[src/rtl/gw_tap_delay_line_pkg.sv]
// Shared helpers for the Gowin sim-model delay line: width math
// and the legal DEPTH range.
package gw_sim_pkg;

  localparam int DEPTH_MIN = 1;
  localparam int DEPTH_MAX = 64;

  function automatic int clog2(input int v);
    int r;
    r = 0;
    for (int i = 0; i < 31; i++) begin
      if ((1 << r) < v) r++;
    end
    return r;
  endfunction

  function automatic int aw_of(input int depth);
    return (clog2(depth) < 1) ? 1 : clog2(depth);
  endfunction

  function automatic int cw_of(input int depth);
    return clog2(depth + 1);
  endfunction

  function automatic bit depth_ok(input int depth);
    return (depth >= DEPTH_MIN) && (depth <= DEPTH_MAX);
  endfunction

endpackage

[src/rtl/gw_tap_delay_line_if.sv]
// Data/tap bundle of the delay line: the master drives enable,
// data and tap select; the slave returns tap data, valid and fill.
interface gw_tap_delay_line_if
  import gw_sim_pkg::*;
#(
  parameter int WIDTH = 8,
  parameter int DEPTH = 16
);

  localparam int AW = aw_of(DEPTH);
  localparam int CW = cw_of(DEPTH);

  logic             CE;
  logic [WIDTH-1:0] D;
  logic [AW-1:0]    ADDR;
  logic [WIDTH-1:0] Q;
  logic             Q_VLD;
  logic [CW-1:0]    FILL;

  modport master (
    output CE, D, ADDR,
    input  Q, Q_VLD, FILL
  );

  modport slave (
    input  CE, D, ADDR,
    output Q, Q_VLD, FILL
  );

endinterface

[src/rtl/gw_tap_delay_line_dffre.sv]
// WIDTH-bit register with clock enable and synchronous reset
// to INIT; powers up holding INIT as well.
module gw_dffre_w #(
  parameter int               WIDTH = 8,
  parameter logic [WIDTH-1:0] INIT  = '0
) (
  input  logic             clk,
  input  logic             reset,
  input  logic             ce,
  input  logic [WIDTH-1:0] d,
  output logic [WIDTH-1:0] q
);

  logic [WIDTH-1:0] r = INIT;

  always_ff @(posedge clk) begin
    if (reset) begin
      r <= INIT;
    end else if (ce) begin
      r <= d;
    end
  end

  assign q = r;

endmodule

[src/rtl/gw_tap_delay_line.sv]
// Clock-enabled register chain with a clamped runtime tap and a
// saturating fill count that qualifies the tapped data.
module gw_tap_delay_line
  import gw_sim_pkg::*;
#(
  parameter int               WIDTH = 8,
  parameter int               DEPTH = 16,
  parameter logic [WIDTH-1:0] INIT  = '0
) (
  input  logic              CLK,
  input  logic              RESET,
  gw_tap_delay_line_if.slave bus
);

  localparam int AW = aw_of(DEPTH);
  localparam int CW = cw_of(DEPTH);
  localparam logic [CW-1:0] FULL = CW'(DEPTH);

  if (!depth_ok(DEPTH)) begin : g_bad_depth
    $error("gw_tap_delay_line: DEPTH must be within 1..64");
  end

  logic [WIDTH-1:0] stage [DEPTH];

  for (genvar i = 0; i < DEPTH; i++) begin : g_stage
    logic [WIDTH-1:0] din;
    if (i == 0) begin : g_head
      assign din = bus.D;
    end else begin : g_link
      assign din = stage[i-1];
    end
    gw_dffre_w #(
      .WIDTH (WIDTH),
      .INIT  (INIT)
    ) u_reg (
      .clk   (CLK),
      .reset (RESET),
      .ce    (bus.CE),
      .d     (din),
      .q     (stage[i])
    );
  end

  // Saturates at DEPTH so a long CE run never reports an empty line.
  logic [CW-1:0] fill_cnt = '0;

  always_ff @(posedge CLK) begin
    if (RESET) begin
      fill_cnt <= '0;
    end else if (bus.CE && fill_cnt != FULL) begin
      fill_cnt <= fill_cnt + 1'b1;
    end
  end

  logic [AW-1:0] eff;

  always_comb begin
    eff = bus.ADDR;
    if (32'(bus.ADDR) > 32'(DEPTH - 1)) begin
      eff = AW'(DEPTH - 1);
    end
  end

  logic [WIDTH-1:0] tap;

  always_comb begin
    tap = stage[0];
    for (int i = 1; i < DEPTH; i++) begin
      if (32'(eff) == 32'(i)) tap = stage[i];
    end
  end

  assign bus.Q     = tap;
  assign bus.Q_VLD = 32'(fill_cnt) > 32'(eff);
  assign bus.FILL  = fill_cnt;

endmodule

[src/flat_wrapper.sv]
// flat-port wrapper written by rule: the top's interface ports become plain ports
module gw_tap_delay_line_flat import gw_sim_pkg::*;
#(
  parameter int               WIDTH = 8,
  parameter int               DEPTH = 16,
  parameter logic [WIDTH-1:0] INIT  = '0
)
  (CLK, RESET, bus_CE, bus_D, bus_ADDR, bus_Q, bus_Q_VLD, bus_FILL);
  gw_tap_delay_line_if #(.WIDTH(WIDTH), .DEPTH(DEPTH)) bus_i ();
  input  logic CLK;
  input  logic RESET;
  input wire logic [$bits(bus_i.CE)-1:0] bus_CE;
  input wire logic [$bits(bus_i.D)-1:0] bus_D;
  input wire logic [$bits(bus_i.ADDR)-1:0] bus_ADDR;
  output wire logic [$bits(bus_i.Q)-1:0] bus_Q;
  output wire logic [$bits(bus_i.Q_VLD)-1:0] bus_Q_VLD;
  output wire logic [$bits(bus_i.FILL)-1:0] bus_FILL;
  assign bus_i.CE = bus_CE;
  assign bus_i.D = bus_D;
  assign bus_i.ADDR = bus_ADDR;
  assign bus_Q = bus_i.Q;
  assign bus_Q_VLD = bus_i.Q_VLD;
  assign bus_FILL = bus_i.FILL;
  gw_tap_delay_line #(.WIDTH(WIDTH), .DEPTH(DEPTH), .INIT(INIT)) u_core (.CLK(CLK), .RESET(RESET), .bus(bus_i));
endmodule
[config.mk]
export PLATFORM = sky130hd
export DESIGN_NAME = gw_tap_delay_line_flat
export DESIGN_NICKNAME = d
export VERILOG_FILES = /design/src/rtl/gw_tap_delay_line_pkg.sv /design/src/rtl/gw_tap_delay_line_if.sv /design/src/rtl/gw_tap_delay_line_dffre.sv /design/src/rtl/gw_tap_delay_line.sv /design/src/flat_wrapper.sv
export SDC_FILE = /design/constraint.sdc
export NUM_CORES = 1
export LEC_CHECK = 0
export BUFFER_PORTS_ARGS = -buffer_cell sky130_fd_sc_hd__buf_2
export CAP_MARGIN = 20
export CORE_AREA = 2 2 129 131
export DETAILED_ROUTE_END_ITERATION = 16
export DIE_AREA = 0 0 131 133
export GPL_TIMING_DRIVEN = 1
export PLACE_DENSITY_LB_ADDON = 0.25
export SLEW_MARGIN = 30
export SYNTH_ARGS = -nofsm -noshare
export SYNTH_HDL_FRONTEND = slang
export SYNTH_SLANG_ARGS = --single-unit
[constraint.sdc]
create_clock -name CLK -period 1.4 [get_ports CLK]
set_input_delay 0.07 -clock CLK [delete_from_list [all_inputs] [get_ports CLK]]
set_output_delay 0.07 -clock CLK [all_outputs]
set_load 0.02 [all_outputs]
==> metrics.log, run 1 <==
INFO  metric cellLeakagePower = 3.71 nW
INFO  metric wl_per_cell = around 17 um
INFO  metric yosys.cell_count.top_type = sky130_fd_sc_hd__nor2_1
INFO  metric yosysWarnings = 0
INFO  metric terminating_pin_of_the_worst_hold_path = u_core.g_stage[5].u_reg.q[4]$_SDFFE_PP0P_
INFO  metric grt_pass1_vias = 5323
INFO  metric synth_area_leaders = sky130_fd_sc_hd__dfxtp_1, sky130_fd_sc_hd__mux2i_1, sky130_fd_sc_hd__nor2_1, sky130_fd_sc_hd__a21oi_1, sky130_fd_sc_hd__mux2_2
INFO  metric final_tns_setup = -3.51 ns
INFO  metric r2r_depth = 7
INFO  metric cap_viol_max_count = 0
INFO  metric netlist_instances = 689
INFO  metric post-route-drc-count = 0
INFO  metric async_flop_share = 0%
INFO  metric critical_path.reg2reg.endpoint = u_core.bus.FILL[2]$_SDFFE_PP0P_
INFO  metric clock_net_sink_count = between 100 and 150
INFO  metric maximum_number_of_pins_on_one_net_before_global_route_repair = 84
INFO  metric ctsLongestPathBuffers = 2
INFO  metric power_density = 1160 nW/um^2
INFO  metric detailedRoute.firstPassIterationCount = 5
INFO  metric diodes_inserted = 0
INFO  metric worstHoldStart = bus_CE
INFO  metric report.final.setup_viol = 9
INFO  metric cts_inserted_buffers = 17
INFO  metric die_area = 17400 sq um
INFO  metric worst_ir_drop_on_vdd = 905 uV
INFO  metric cts_tree = yes
INFO  metric io_pins = 29
INFO  metric violations_in_the_final_reports = setup timing
INFO  metric r2r_start = u_core.bus.FILL[1]$_SDFFE_PP0P_
INFO  metric overflow = 0
INFO  metric io_buffers = 28
INFO  metric detailedPlace.worstSlack = -0.296 ns
INFO  metric maxSlewHeadroom = between 60% and 70%
INFO  metric syn-num-nets = 710
INFO  metric grt_first_pass_wirelength = between 20000 and 30000 um
INFO  metric placeableCoreArea = 16200 sq um
INFO  metric drt_iter0_markers = 317
INFO  metric synth_top_cells_by_count = sky130_fd_sc_hd__nor2_1, sky130_fd_sc_hd__mux2i_1, sky130_fd_sc_hd__dfxtp_1
INFO  metric dr_total_vias = 5431
INFO  metric critPathLaunchType = register
INFO  metric arrival = 1.90 ns
INFO  metric crit_path_end_kind = primary output
INFO  metric die_h = 133 um
INFO  metric cts_root_buf = sky130_fd_sc_hd__clkbuf_16
INFO  metric die_w = 131 um
INFO  metric worstMarginPinSlew = 0.510 ns
INFO  metric setup_ws = -0.567 ns
INFO  metric path_max_fanout = 3
INFO  metric grt.total_usage = 20.5%
INFO  metric synth.yosys.seq_area_share = 41.1%
INFO  metric worst_ep_required_time = 1.33 ns
INFO  metric hpwl = 12000 um
INFO  metric timing.final.crit_period = 1.97 ns
INFO  metric ys_ff_latch = around 130
INFO  metric clk_pin_slew_worst_paths = 0.06 ns
INFO  metric yosys.area.top_type = sky130_fd_sc_hd__dfxtp_1
INFO  metric period_share = 141%
INFO  metric synthesis.area = 6480 sq um
INFO  metric postRouteAntennaNets = 0
INFO  metric num_rows = 47
INFO  metric drive_gt1_share = 30.0%
INFO  metric synthesis.area_per_instance = 9.41 sq um
INFO  metric cts-htree-levels = 4
INFO  metric gp_congestion = 0.928
INFO  metric clk-insertion-delay-late = roughly 0.44 ns
INFO  metric grt_antenna_before_repair = 0
INFO  metric slew_violations = 0
INFO  metric cp_class = reg2out
INFO  metric timing.clock.skew = 0.0173 ns
INFO  metric hold_viol = 0
INFO  metric min-delay-path-class = in2reg
INFO  metric worstHoldPathCells = 3
INFO  metric outcome = complete, but fails checks
INFO  metric effective_utilization_at_floorplan = 40.1%
INFO  metric max_clock_freq = 508 MHz
INFO  metric area_delta_synth_final = 30.7%
INFO  metric detail_route.vias_per_cell = about 5.3
INFO  metric synthFlopType = sky130_fd_sc_hd__dfxtp_1
INFO  metric grt_setup_unrepaired = true
INFO  metric final_stage_net_count = 811
INFO  metric synth.top_cell.area_share = 41.1%
INFO  metric wirelength = 17000 um
INFO  metric synth-edff-count = 0
INFO  metric synth.lib_cells_used.distinct = 63
INFO  metric ff2ff_setup_slack = about 0.030 ns
cell usage in the layout, fill, tap and decap left out, drive strengths merged, types with 3 or more instances in the layout:
cell type    instances
dfxtp              133
nand4                5
mux4                 3
o211ai               3
nor2               148
a22oi                5
nand2               15
nand2b              13
clkbuf              21
xor2                 3
o21ai               24
clkinv               5
inv                 12
o221ai               3
ha                   6
nor2b               12
bufinv               4
a21oi               25
a32oi                3
a31oi                6
o31ai                4
buf                126
mux2i              146
o32ai                3
dlygate4sd3          8
nor3                 4
mux2                12
o22ai               12
nand3                5
critical path, cell delays in order, from the launching register on:
cell and delay, ns:
sky130_fd_sc_hd__dfxtp_2 0.32, sky130_fd_sc_hd__mux2_4 0.25, sky130_fd_sc_hd__a222oi_1 0.22, sky130_fd_sc_hd__o22ai_1 0.18
sky130_fd_sc_hd__a221oi_2 0.22, sky130_fd_sc_hd__a21oi_2 0.12, sky130_fd_sc_hd__buf_6 0.14
layer usage:
layer | vias to the layer above | track usage (%) | wire (um)
met5 | - | 0 | 0
met4 | 0 | 7.03 | 284
met3 | 25 | 4.69 | 769
met2 | 132 | 31.7 | 7910
met1 | 2629 | 28.2 | 8080
li1 | 2645 | - | -
report_power, final:
part | internal [W] | switching (W) | total (W)
logic | 0.000514 | 0.000611 | 0.00112
registers | 0.00382 | 0.0000352 | 0.00385
clock network | 0.00317 | 0.00169 | 0.00486
how the worst max path moves through the flow:
stage,start,end,slack [ns],cells past startpoint
2_1_floorplan,bus_ADDR[1],bus_Q_VLD,-0.02,9
3_3_place_gp,bus_ADDR[0],bus_Q[3],-0.29,8
3_5_place_dp,bus_ADDR[0],bus_Q[3],-0.30,8
4_1_cts,u_core.g_stage[14].u_reg.q[7]$_SDFFE_PP0P_,bus_Q[7],-0.57,6
5_1_grt,u_core.g_stage[15].u_reg.q[7]$_SDFFE_PP0P_,bus_Q[7],-0.64,6
6_report,u_core.g_stage[15].u_reg.q[7]$_SDFFE_PP0P_,bus_Q[7],-0.57,6
what timing repair did:
item / 4_1_cts / 5_1_grt
hold buffers: 8 / 0
gates resized for setup: 46 / 41
buffers inserted: 2 / 1
pin swaps: 25 / 16
endpoints found under the setup margin: 11 / 11
endpoints found under the hold margin: 8 / 0
layout make-up:
class                   count  area, sq um
well taps                 220          275
repair buffers            134         1120
clock inverters            11          171
inverters                  12         47.5
fillers                  1484         7700
flip-flops and latches    133         2700
clock buffers              21          480
multi-input cells         492         3680
cell families (layout without fill, tap and decap cells):
family / count (synthesis) / in the layout / synth area share, %
simple gates: 206 / 206 / 13.8
mux: 161 / 161 / 25.8
flops: 133 / 133 / 41.1
compound gates: 115 / 115 / 12.2
buf+inv: 64 / 178 / 5.44
fa+ha+maj: 6 / 6 / 1.16
xor+xnor: 4 / 4 / 0.540
registers in the layout, indices dropped and copies added (netlist names):
name and flops:
u_core.g_stage.u_reg.q 128, u_core.bus.FILL 5
through the flow:
stage	power, W	utilization, %	instance area, sq um	std cells	hold slack, ns
5_1_grt	0.0102	52.4	8480	1023	0.0834
3_5_place_dp	0.00494	46.0	7440	980	0.312
4_1_cts	0.00988	51.5	8330	1022	0.0599
3_3_place_gp	0.00493	46.0	7440	980	0.307
2_1_floorplan	0.00457	-	6490	689	0.217
6_report	0.00984	52.4	8480	1023	0.0781
Note: power is estimated with default switching activity, not from simulation.
==> inputs of run 2 (changes only) <==
--- a/config.mk
+++ b/config.mk
@@ -5,11 +5,12 @@
 export SDC_FILE = /design/constraint.sdc
 export NUM_CORES = 1
 export LEC_CHECK = 0
+export ABC_AREA = 1
 export BUFFER_PORTS_ARGS = -buffer_cell sky130_fd_sc_hd__buf_2
 export CAP_MARGIN = 20
-export CORE_AREA = 2 2 129 131
+export CORE_AREA = 2 2 127 129
 export DETAILED_ROUTE_END_ITERATION = 16
-export DIE_AREA = 0 0 131 133
+export DIE_AREA = 0 0 129 131
 export GPL_TIMING_DRIVEN = 1
 export PLACE_DENSITY_LB_ADDON = 0.25
 export SLEW_MARGIN = 30
==> run 2 against run 1 <==
The flow still finishes with violations (setup timing). Combinational power up 9.8%. Utilization up 3.1 points. Via count up 18%. Largest cell class unchanged. Largest power group unchanged. Highest routed layer unchanged.
==> metrics.log, run 2 <==
INFO  metric crit_path_end_kind = primary output (unchanged)
INFO  metric post-route-drc-count = 0 (unchanged)
INFO  metric wirelength = 16700 um (was 17000 um)
INFO  metric critical_path_cell_sequence = nand2_1 -> nand2_1 -> nand2_1 -> nand3_1 -> nand3_1 -> nand2_1 -> o21ai_1 -> nand2_1 -> nand2_1 -> nand2_1 -> nand2_1 -> nand2_1 -> nand2_1 -> nand2_1 -> nand2_1 -> nand2_1 -> nand2_1 -> nand2_1 -> nand2_1 -> nand2_2 -> buf_6 (was mux2_4 -> a222oi_1 -> o22ai_1 -> a221oi_2 -> a21oi_2 -> buf_6)
INFO  metric power_density = 1100 nW/um^2 (was 1160 nW/um^2)
INFO  metric cts_tree = yes (unchanged)
INFO  metric cp_slowest_stage_delay = 0.34 ns (was 0.32 ns)
INFO  metric violations_in_the_final_reports = setup timing (unchanged)
INFO  metric ys_ff_latch = 133 (unchanged)
INFO  metric cellLeakagePower = 3.64 nW (was 3.71 nW)
INFO  metric drt_iter0_markers = 455 (was 317)
INFO  metric period_share = 156% (was 141%)
INFO  metric grt_pass1_vias = 5905 (was 5323)
INFO  metric syn-num-nets = 972 (was 710)
INFO  metric effective_utilization_at_floorplan = 39.9% (was 40.1%)
INFO  metric die_area = 16900 sq um (was 17400 sq um)
INFO  metric final_cell_count_no_fill = 1318 (was 1023)
INFO  metric gp_congestion = 0.814 (was 0.928)
INFO  metric synthFlopType = sky130_fd_sc_hd__dfxtp_1 (unchanged)
INFO  metric synthesis.area = 6230 sq um (was 6480 sq um)
INFO  metric final_stage_net_count = 1110 (was 811)
INFO  metric yosys.area.top_type = sky130_fd_sc_hd__dfxtp_1 (unchanged)
INFO  metric largest_reg_flops = 128 (unchanged)
INFO  metric report.final.setup_viol = 12 (was 9)
INFO  metric synth.top_cell.area_share = 42.7% (was 41.1%)
INFO  metric io_buffers = 28 (unchanged)
INFO  metric drive_gt1_share = 27.6% (was 30.0%)
INFO  metric cp_num_buf_inv = 1 (unchanged)
INFO  metric path_max_fanout = 3 (unchanged)
INFO  metric worst_ep_required_time = 1.33 ns (about the same)
INFO  metric critPathLaunchType = register (unchanged)
INFO  metric synth_area_leaders = sky130_fd_sc_hd__dfxtp_1, sky130_fd_sc_hd__nand2_1, sky130_fd_sc_hd__a21oi_1, sky130_fd_sc_hd__nor2_1, sky130_fd_sc_hd__nand3_1 (was sky130_fd_sc_hd__dfxtp_1, sky130_fd_sc_hd__mux2i_1, sky130_fd_sc_hd__nor2_1, sky130_fd_sc_hd__a21oi_1, sky130_fd_sc_hd__mux2_2)
INFO  metric clock_net_sink_count = 133 (unchanged)
INFO  metric synth-edff-count = 0 (unchanged)
INFO  metric postRouteAntennaNets = 0 (unchanged)
INFO  metric max_clock_freq = 458 MHz (was 508 MHz)
INFO  metric final.hold.worst_slack = 0.0686 ns (was 0.0781 ns)
INFO  metric crit_path_top_delay_cell = sky130_fd_sc_hd__dfxtp_2 (unchanged)
INFO  metric area_delta_synth_final = 39.0% (was 30.7%)
INFO  metric hpwl = 10700 um (was 12000 um)
INFO  metric worst_ir_drop_on_vdd = 862 uV (was 905 uV)
INFO  metric netlist_instances = 951 (was 689)
INFO  metric yosysWarnings = 0 (unchanged)
INFO  metric die_w = 129 um (was 131 um)
INFO  metric grt_setup_unrepaired = true (unchanged)
INFO  metric detailedPlace.worstSlack = -0.716 ns (was -0.296 ns)
INFO  metric total_power = 0.00950 W (was 0.00984 W)
INFO  metric detailedRoute.firstPassIterationCount = 5 (unchanged)
INFO  metric cap_viol_max_count = 0 (unchanged)
INFO  metric synth.yosys.seq_area_share = 42.7% (was 41.1%)
INFO  metric maximum_number_of_pins_on_one_net_before_global_route_repair = 83 (was 84)
INFO  metric critical_path_most_common_cell = sky130_fd_sc_hd__nand2_1
INFO  metric num_rows = 46 (was 47)
INFO  metric cts_inserted_buffers = 17 (unchanged)
INFO  metric synth_top_cells_by_count = sky130_fd_sc_hd__nand2_1, sky130_fd_sc_hd__a21oi_1, sky130_fd_sc_hd__dfxtp_1 (was sky130_fd_sc_hd__nor2_1, sky130_fd_sc_hd__mux2i_1, sky130_fd_sc_hd__dfxtp_1)
INFO  metric cp_class = reg2out (unchanged)
INFO  metric grt_first_pass_wirelength = 28100 um (was 27800 um)
INFO  metric layout_commonest_cell = sky130_fd_sc_hd__nand2_1 (was sky130_fd_sc_hd__nor2_1)
INFO  metric hold_viol = 0 (unchanged)
INFO  metric ctsLongestPathBuffers = 2 (unchanged)
INFO  metric cts-htree-levels = 4 (unchanged)
INFO  metric placeableCoreArea = 15600 sq um (was 16200 sq um)
INFO  metric yosys.cell_count.top_type = sky130_fd_sc_hd__nand2_1 (was sky130_fd_sc_hd__nor2_1)
INFO  metric timing.final.crit_period = 2.18 ns (was 1.97 ns)
INFO  metric slew_violations = 0 (unchanged)
INFO  metric outcome = complete, but fails checks (unchanged)
INFO  metric synth.lib_cells_used.distinct = 31 (was 63)
INFO  metric min-delay-path-class = in2reg (unchanged)
INFO  metric final_tns_setup = -6.02 ns (was -3.51 ns)
INFO  metric die_h = 131 um (was 133 um)
INFO  metric worstMarginPinSlew = 0.475 ns (was 0.510 ns)
INFO  metric diodes_inserted = 0 (unchanged)
INFO  metric maxSlewHeadroom = 68.4% (was 66.0%)
INFO  metric arrival = 2.11 ns (was 1.90 ns)
INFO  metric setup_ws = -0.782 ns (was -0.567 ns)
INFO  metric path_delay_family = simple AND/OR/NAND/NOR gates (was compound AO/OA/AOI/OAI gates)
INFO  metric timing.clock.skew = 0.00674 ns (was 0.0173 ns)
INFO  metric synthesis.area_per_instance = 6.55 sq um (was 9.41 sq um)
INFO  metric wl_per_cell = 12.7 um (was 16.7 um)
INFO  metric async_flop_share = 0% (unchanged)
INFO  metric cts_root_buf = sky130_fd_sc_hd__clkbuf_16 (unchanged)
INFO  metric io_pins = 29 (unchanged)
INFO  metric mostFrequentLayoutCells = sky130_fd_sc_hd__nand2_1, sky130_fd_sc_hd__a21oi_1, sky130_fd_sc_hd__buf_4, sky130_fd_sc_hd__dfxtp_1, sky130_fd_sc_hd__nor2_1 (was sky130_fd_sc_hd__nor2_1, sky130_fd_sc_hd__mux2i_1, sky130_fd_sc_hd__dfxtp_1, sky130_fd_sc_hd__buf_4, sky130_fd_sc_hd__dfxtp_2)
INFO  metric detail_route.vias_per_cell = 4.85 (was 5.31)
INFO  metric grt_antenna_before_repair = 0 (unchanged)
INFO  metric grt.total_usage = 20.8% (was 20.5%)
INFO  metric overflow = 0 (unchanged)
INFO  metric clk-insertion-delay-late = 0.42 ns (was 0.44 ns)
INFO  metric clk_pin_slew_worst_paths = 0.06 ns (about the same)
INFO  metric number_of_cells_in_the_design_after_placement = 1270 (was 980)
INFO  metric dr_total_vias = 6397 (was 5431)
-- run 2: what timing repair did --
item | CTS | global route
setup endpoints to repair | 12 | 14
hold buffers | 11 | 0
endpoints found under the hold margin | 9 | 0
pin swaps | 34 | 38
setup buffers | 6 | 1
resized for setup | 61 | 42
-- run 2: cell type report --
type	instances	area (sq um)
clock inverter	12	136
timing repair buffer	169	1420
inverter	58	243
tap	216	270
multi-input combinational	710	3470
fill	1493	6940
clock buffer	20	437
sequential	133	2690
-- run 2: final timing paths --
path                                                    from                                          to  slack, ns  cells after the start
setup / recovery   u_core.g_stage[0].u_reg.q[1]$_SDFFE_PP0P_                                    bus_Q[1]      -0.78                     21
hold / removal                                         RESET  u_core.g_stage[11].u_reg.q[0]$_SDFFE_PP0P_       0.07                      2
setup reg to reg             u_core.bus.FILL[0]$_SDFFE_PP0P_             u_core.bus.FILL[4]$_SDFFE_PP0P_      -0.09                     11
hold reg to reg   u_core.g_stage[15].u_reg.q[5]$_SDFFE_PP0P_  u_core.g_stage[15].u_reg.q[5]$_SDFFE_PP0P_       0.46                      2
-- run 2: report_power, final --
| group | switching (W) | total (W) | internal [W] |
|---|---|---|---|
| Sequential | 0.0000298 | 0.00386 | 0.00383 |
| Combinational | 0.000711 | 0.00123 | 0.000520 |
| Clock | 0.00164 | 0.00441 | 0.00277 |
| Total | 0.00238 | 0.00950 | 0.00712 |
-- run 2: cells by family after synthesis --
family / count (synthesis) / synth area share (%)
flip-flops: 133 / 42.7
AO/OA/AOI/OAI: 181 / 15.1
AND/OR/NAND/NOR: 523 / 34.3
buffers and inverters: 108 / 6.73
adder cells (fa/ha/maj): 6 / 1.20
-- run 2: metrics by stage --
step	area [sq um]	util (%)
finish	8660	55.5
global route	8660	55.5
CTS	8500	54.5
detailed placement	7600	48.8
global placement	7600	48.8
floorplan	6340	-
-- run 2: per-layer routing --
| layer | up-vias | GRT usage, % | routed length, um |
|---|---|---|---|
| li1 | 3299 | - | - |
| met1 | 2951 | 28.1 | 8010 |
| met2 | 135 | 33.6 | 7840 |
| met3 | 12 | 4.32 | 662 |
| met4 | 0 | 6.14 | 184 |
| met5 | - | 0 | 0 |
